File: src/rtl/x_stack_mr.sv
// Multi-region trusted-execution access monitor for the openMSP430 fetch/data buses.
// Flags isolation and atomicity violations, then holds a registered reset until a clean restart.
module x_stack_mr #(
    parameter int                      N_REGIONS       = 2,
    parameter logic [15:0]             RESET_HANDLER   = 16'hFFFE,
    parameter logic [16*N_REGIONS-1:0] CODE_BASE       = {16'hB000, 16'hA000},
    parameter logic [16*N_REGIONS-1:0] CODE_TOP        = {16'hB1FE, 16'hA3FE},
    parameter logic [16*N_REGIONS-1:0] DATA_BASE       = {16'h0600, 16'h0400},
    parameter logic [16*N_REGIONS-1:0] DATA_TOP        = {16'h06FF, 16'h05FF},
    parameter logic [15:0]             SHARED_BASE     = 16'h0230,
    parameter logic [15:0]             SHARED_TOP      = 16'h025F,
    parameter int                      MIN_KILL_CYCLES = 4,
    localparam int                     RW              = (N_REGIONS > 1) ? $clog2(N_REGIONS) : 1
) (
    input  logic          clk,
    input  logic          rst,
    input  logic [15:0]   pc,
    input  logic [15:0]   data_addr,
    input  logic          r_en,
    input  logic          w_en,
    input  logic          irq,
    output logic          reset,
    output logic [2:0]    viol_cause,
    output logic [RW-1:0] viol_region,
    output logic [7:0]    viol_count
);

    localparam int KW = $clog2(MIN_KILL_CYCLES + 1);

    typedef enum logic [0:0] {
        RUN  = 1'b0,
        KILL = 1'b1
    } state_t;

    state_t                 state;
    logic [KW-1:0]          kill_cnt;
    logic [15:0]            prev_pc;
    logic [N_REGIONS-1:0]   prev_in;

    logic [N_REGIONS-1:0]   in_code;
    logic [N_REGIONS-1:0]   in_data;
    logic                   in_shared;
    logic [5*N_REGIONS-1:0] hits;
    logic                   viol;
    logic [2:0]             sel_cause;
    logic [RW-1:0]          sel_region;
    logic                   release_ok;

    // Region membership and the five per-region violation terms; bit 5r+(c-1) is cause c.
    always_comb begin
        // NOTE: every always_comb output gets a default first so no path can infer a latch.
        in_code   = '0;
        in_data   = '0;
        hits      = '0;
        in_shared = (data_addr >= SHARED_BASE) && (data_addr <= SHARED_TOP);
        for (int r = 0; r < N_REGIONS; r++) begin
            in_code[r] = (pc >= CODE_BASE[16*r +: 16]) && (pc <= CODE_TOP[16*r +: 16]);
            in_data[r] = (data_addr >= DATA_BASE[16*r +: 16]) && (data_addr <= DATA_TOP[16*r +: 16]);
        end
        for (int r = 0; r < N_REGIONS; r++) begin
            hits[5*r+0] = (r_en || w_en) && in_data[r] && !in_code[r];
            hits[5*r+1] = in_code[r] && w_en && !in_data[r] && !in_shared;
            hits[5*r+2] = in_code[r] && !prev_in[r] && (pc != CODE_BASE[16*r +: 16]);
            hits[5*r+3] = prev_in[r] && !in_code[r] && (prev_pc != CODE_TOP[16*r +: 16]);
            hits[5*r+4] = in_code[r] && irq;
        end
    end

    // Scan from the least important hit upward so the lowest region, then lowest cause, wins.
    always_comb begin
        viol       = 1'b0;
        sel_cause  = '0;
        sel_region = '0;
        for (int r = N_REGIONS - 1; r >= 0; r--) begin
            for (int c = 5; c >= 1; c--) begin
                if (hits[5*r + c - 1]) begin
                    viol       = 1'b1;
                    sel_cause  = 3'(c);
                    sel_region = RW'(r);
                end
            end
        end
    end

    assign release_ok = (pc == RESET_HANDLER) && !viol && (kill_cnt >= KW'(MIN_KILL_CYCLES - 1));

    // NOTE: sequential state uses non-blocking assignments so every register samples pre-edge values.
    always_ff @(posedge clk) begin
        if (rst) begin
            state       <= RUN;
            reset       <= 1'b0;
            viol_cause  <= '0;
            viol_region <= '0;
            viol_count  <= '0;
            kill_cnt    <= '0;
            prev_pc     <= RESET_HANDLER;
            prev_in     <= '0;
        end else begin
            prev_pc <= pc;
            prev_in <= in_code;
            case (state)
                RUN: begin
                    if (viol) begin
                        state       <= KILL;
                        reset       <= 1'b1;
                        viol_cause  <= sel_cause;
                        viol_region <= sel_region;
                        kill_cnt    <= '0;
                        if (viol_count != 8'hFF) begin
                            viol_count <= viol_count + 8'd1;
                        end
                    end
                end
                KILL: begin
                    // Violations here only veto release; they never touch the recorded cause or counters.
                    if (kill_cnt < KW'(MIN_KILL_CYCLES)) begin
                        kill_cnt <= kill_cnt + 1'b1;
                    end
                    if (release_ok) begin
                        state <= RUN;
                        reset <= 1'b0;
                    end
                end
                default: begin
                    state <= RUN;
                    reset <= 1'b0;
                end
            endcase
        end
    end

endmodule

File: config.mk
export PLATFORM = sky130hd
export DESIGN_NAME = x_stack_mr
export DESIGN_NICKNAME = d
export VERILOG_FILES = /design/src/rtl/x_stack_mr.sv
export SDC_FILE = /design/constraint.sdc
export NUM_CORES = 1
export LEC_CHECK = 0
export CORE_MARGIN = 2
export CORE_UTILIZATION = 41
export DETAILED_ROUTE_END_ITERATION = 16
export PLACE_DENSITY = 0.7
export SYNTH_ARGS = -nofsm -noshare
export SYNTH_HDL_FRONTEND = slang
export SYNTH_SLANG_ARGS = --single-unit
File: constraint.sdc
create_clock -name clk -period 3.45 [get_ports clk]
set_clock_uncertainty 0.15 [all_clocks]
set_input_delay 0.69 -clock clk [delete_from_list [all_inputs] [get_ports clk]]
set_output_delay 0.69 -clock clk [all_outputs]
set_load 0.02 [all_outputs]
* Word level (Yosys, flattened, before mapping)
Cells that the tools add are included.
Operators by class: multiplexer cells 34, reduce and logical (&&, ||, !) cells 40, equal/unequal tests 9, bitwise operators 1, add/sub/neg operators 2, $lt $le $gt $ge 12
Operator list (number):
- $ne A16 B16 Y1 const B | 4
- $mux W3 | 12
- $ge A16 B11 Y1 const B | 2
- $ge A16 B16 Y1 const B | 2
- $le A16 B11 Y1 const B | 2
- $le A16 B16 Y1 const B | 2
- $logic_and A1 B1 Y1 | 27
- $mux W1 | 19
- $eq A16 B16 Y1 const B | 1
- $ge A16 B10 Y1 const B | 1
- $le A16 B10 Y1 const B | 1
- $add A8 B1 Y8 const B | 1
- $logic_not A1 Y1 | 8
- $ne A8 B8 Y1 const B | 1
- $pmux W3 S2 | 1
- $reduce_and A2 Y1 | 3
- $ne A2 B1 Y1 const B | 2
- $pmux W1 S2 | 2
- $add A3 B1 Y3 const B | 1
- $ge A3 B2 Y1 const B | 1
- $lt A3 B3 Y1 const B | 1
- $reduce_and A3 Y1 | 1
- $ne A2 B2 Y1 const B | 1
- $logic_or A1 B1 Y1 | 1
- $not A1 Y1 | 1
Storage, ports and cells: input port bits 37, output and inout bits 13, word-level logic and storage cells 106, register bits after elaboration 35

* Depth between registers and ports, before layout
depth in word-level cells 19, depth in mapped cells 9, mapped depth without buffers 7

* Worst setup path after synthesis
Ideal clock, no wire load.
kind input port to flip-flop, start point in data_addr[12], end point reg viol_count[2], buffers on the path 1, data arrival time 2.645 ns, setup time 0.123 ns, slack 0.531 ns, data required time 3.177 ns, stages on the path 8, cells stage by stage or4_4 > or2_1 > o311a_1 > nor2_2 > a21oi_2 > buf_6 > nor3b_1 > mux2_1
On the way: word-level cells in the longest chain between the ends 13, elaborated cells on any way between the ends 28, those cells by class 6 x order compare; 7 x mux; 15 x reduce/logical
RTL lines:
- start: declaration | line 18 | input logic [15:0] data_addr,
- $ge A16 B11 Y1 or $le A16 B11 Y1 (tied branches) | line 58 | in_data[r] = (data_addr >= DATA_BASE[16*r +: 16]) && (data_addr <= DATA_TOP[16*r +: 16]);
- $logic_and A1 B1 Y1 | line 58
- $logic_not A1 Y1 | line 62 | hits[5*r+1] = in_code[r] && w_en && !in_data[r] && !in_shared;
- $logic_and A1 B1 Y1 (2 in a row) | line 62
- $mux W1 (6 in a row) | line 76 | if (hits[5*r + c - 1]) begin
- $mux W1 (*) | line 76
- $reduce_and A3 Y1 (no source line) (*)
- end signal: assignment | line 110 | viol_count <= viol_count + 8'd1;
- end: declaration | line 25 | output logic [7:0] viol_count
Every way passes the cells marked *; elsewhere a longest branch is shown, timed or not. A chain may end at the register's enable or synchronous reset.

* Worst setup path in the final report
start point in data_addr[11], end point reg viol_count[3]
Same word-level chain as after synthesis.

==> flow_metrics.tcl <==
set metrics [dict create \
    placed_area_sq_um 2530 \
    endpoint "viol_count[3]" \
    antenna_found_initial 0 \
    yosysSeqAreaShare_pct 38.0 \
    dr.pass1.iters 5 \
    grt_pass1_vias 1828 \
    overflow 0 \
    final_area_sq_um 2660 \
    initialDrtViolationCount 74 \
    worstSetupStartpoint "data_addr[11]" \
    rsz0062_at_grt "false" \
    synth_edf_count 0 \
    cts_setup_buffers 0 \
    drc 0 \
    cp.arrival_ns 3.40 \
    place_congestion 0.888 \
    die_x_um 71.1 \
    reg2reg_slack_ns 0.79 \
    dpl.hpwl_um 3590 \
    wl_per_cell_um 14.5 \
    syn-num-nets 247 \
    maxCapViolCount 0 \
    syn_inst 207 \
    hold_class "reg2reg" \
    avgSynthCellArea_sq_um 8.91 \
    required_ns 3.52 \
    die_h_um 71.1 \
    grt_usage_pct 19.7 \
    avgViaCountPerCell 5.67 \
    ys_warn_count 0 \
    numCtsBuffers 5 \
    clockBufferDepth 2 \
    synthArstFlopShare_pct 0 \
    grt_pass1_wl_um 8000 \
    wl_um 4820 \
    post-place-ws_ns -0.194 \
    status "complete, no violations" \
    drive_gt1_share_pct 22.1 \
    finalSetupViolCount 0 \
    fmax_mhz 300 \
    clockRootBuffer "clkbuf_8" \
    layout_min_cycle_time_ns 3.34 \
    fin_util_pct 61.2 \
    worst_slack_ns 0.114 \
    cp-start-kind "input port" \
    p_per_area_nw_per_um2 345 \
    critPathKind "in2reg" \
    period_share_pct 96.7 \
    grt_start_max_net_pins 36 \
    finalMaxSlewViolations 0 \
    vias 1887 \
    rows 24 \
    final_nets 320 \
    synth.distinct_cells 62 \
    path_clk_slew_ns 0.07 \
    crit_chain "clkdlybuf4s50_1 -> or4_4 -> or2_1 -> o311a_1 -> nor2_2 -> a21oi_4 -> buf_4 -> or4_1 -> a21oi_1" \
    synth_top_flop_cell "dfxtp_1" \
    start_util_pct 42.4 \
    insertion_delay_ns 0.29 \
    diodes 0 \
    synth_seq_cells 35 \
    hold_viol 0 \
    htreeDepth 2 \
    relSlewSlack_pct 59.5 \
    vdd_drop_max_v 0.000211 \
    critPathSlowestCell "or4_4" \
    power_mw 0.919 \
    r2r-end "viol_count[3]" \
    cts_tree "yes" \
    ant_nets 0 \
    hold_buffers 0 \
    ios 50 \
    r2r_cells 9 \
    portBuffers 45 \
    syn2layout_area_growth_pct 44.4 \
    tightest_slew_ns 0.600 \
    cp_slowest_stage_delay_ns 0.53 \
    core_area_sq_um 4350 \
    cp-end-kind "register" \
    leakagePower_nw 1.03 \
    cts.sinks 35 \
    syn_area_sq_um 1840 \
    worstReg2RegStart "prev_pc[14]" \
    die_area_sq_um 5050 \
    worstPathMaxFanout 9 \
]
==> kinds of logic (layout without fill, tap and decap cells) <==
family / count (synthesis) / in the layout / synth area share (%)
AOI/OAI and AO/OA: 57 / 57 / 23.7
xor gates and xnor gates: 1 / 1 / 0.475
adders and majority gates: 3 / 3 / 2.04
buffers and inverters: 18 / 92 / 4.48
DFF: 35 / 35 / 38.0
muxes: 3 / 3 / 1.76
and+or+nand+nor: 90 / 90 / 29.5
==> report_power, final <==
group	switching, mW	total (mW)	internal, mW	leakage, nW
Clock	0.147	0.381	0.234	0.0612
Sequential	0.00585	0.422	0.416	0.287
Combinational	0.0486	0.116	0.0673	0.681
Total	0.202	0.919	0.717	1.03
==> critical path, delay by kind of cell <==
kind	cells	cell delay, ns
and+or+nand+nor	4	1.42
AOI/OAI and AO/OA	3	0.67
buffers and inverters	2	0.62
==> flip-flops by register name, summed over array words and instances, names as in the netlist <==
register and cells:
state 1, viol_count 8, reset 1, kill_cnt 3
prev_in 2, viol_region 1, prev_pc 16, viol_cause 3
==> layout by cell type (no fill, tap or decap), types with 2 or more instances in the layout <==
cell type	instances
a21oi_1	11
clkbuf_8	6
mux2_1	2
nor4_1	2
or3_1	5
a31oi_1	2
nand3_1	6
or2_2	14
inv_1	10
and3_1	4
nor4b_1	3
clkdlybuf4s50_1	45
o41ai_1	4
o21a_1	2
nor2b_1	4
or4_1	2
o21ai_0	6
or2_0	2
buf_4	29
a211oi_1	4
nand4_1	4
ha_1	3
a311oi_1	2
o211a_1	2
o41a_1	2
nor3b_1	2
nand2_1	10
nor2_1	13
o21ai_1	3
nand4b_1	4
nor3_1	4
dfxtp_1	35
o311ai_1	2
==> layer usage <==
metal | vias to the layer above | GRT usage [%] | part of all wire [%]
li1 | 937 | - | -
met1 | 886 | 25.0 | 44
met2 | 59 | 33.1 | 49
met3 | 5 | 4.56 | 6.6
met4 | 0 | 6.29 | 0.69
met5 | - | 0 | 0
==> timing repair <==
action	4_1_cts	5_1_grt
endpoints found under the hold margin	0	0
gates resized for setup	0	2
endpoints found under the setup margin	0	4
==> cells in the mapped netlist, drive strengths merged (5+ instances only) <==
cell	count	area share, %
or2	17	5.8
inv	10	2.0
dfxtp	35	38
or3	5	1.7
nand2	10	2.0
nor2	14	3.0
nand3	6	1.6
a21oi	12	3.5
o21ai	9	2.4
==> worst min-delay path by stage <==
stage	end	cells past startpoint	startpoint	slack, ns
after floorplan	kill_cnt[0]	1	kill_cnt[0]	0.33
after global placement	viol_cause[2]	2	viol_cause[2]	0.29
after detailed placement	viol_cause[2]	2	viol_cause[2]	0.31
after CTS	viol_cause[2]	2	viol_cause[2]	0.32
after global routing	viol_cause[2]	2	viol_cause[2]	0.35
final	viol_cause[2]	2	viol_cause[2]	0.31
==> stage by stage <==
stage	setup TNS, ns	instances	hold WS [ns]
floorplan	0	207	0.329
global placement	-0.737	325	0.293
detailed placement	-1.13	325	0.312
CTS	0	333	0.322
global route	0	333	0.351
finish	0	333	0.312
==> final cells by class <==
| class | instances | area, sq um |
|---|---|---|
| fill | 376 | 1690 |
| multi-input combinational | 154 | 1070 |
| sequential | 35 | 701 |
| timing repair buffer | 74 | 668 |
| clock buffer | 6 | 82.6 |
| tap | 52 | 65.1 |
| inverter | 10 | 37.5 |
| clock inverter | 2 | 35.0 |
No activity file was read; power rests on OpenSTA's default activity.
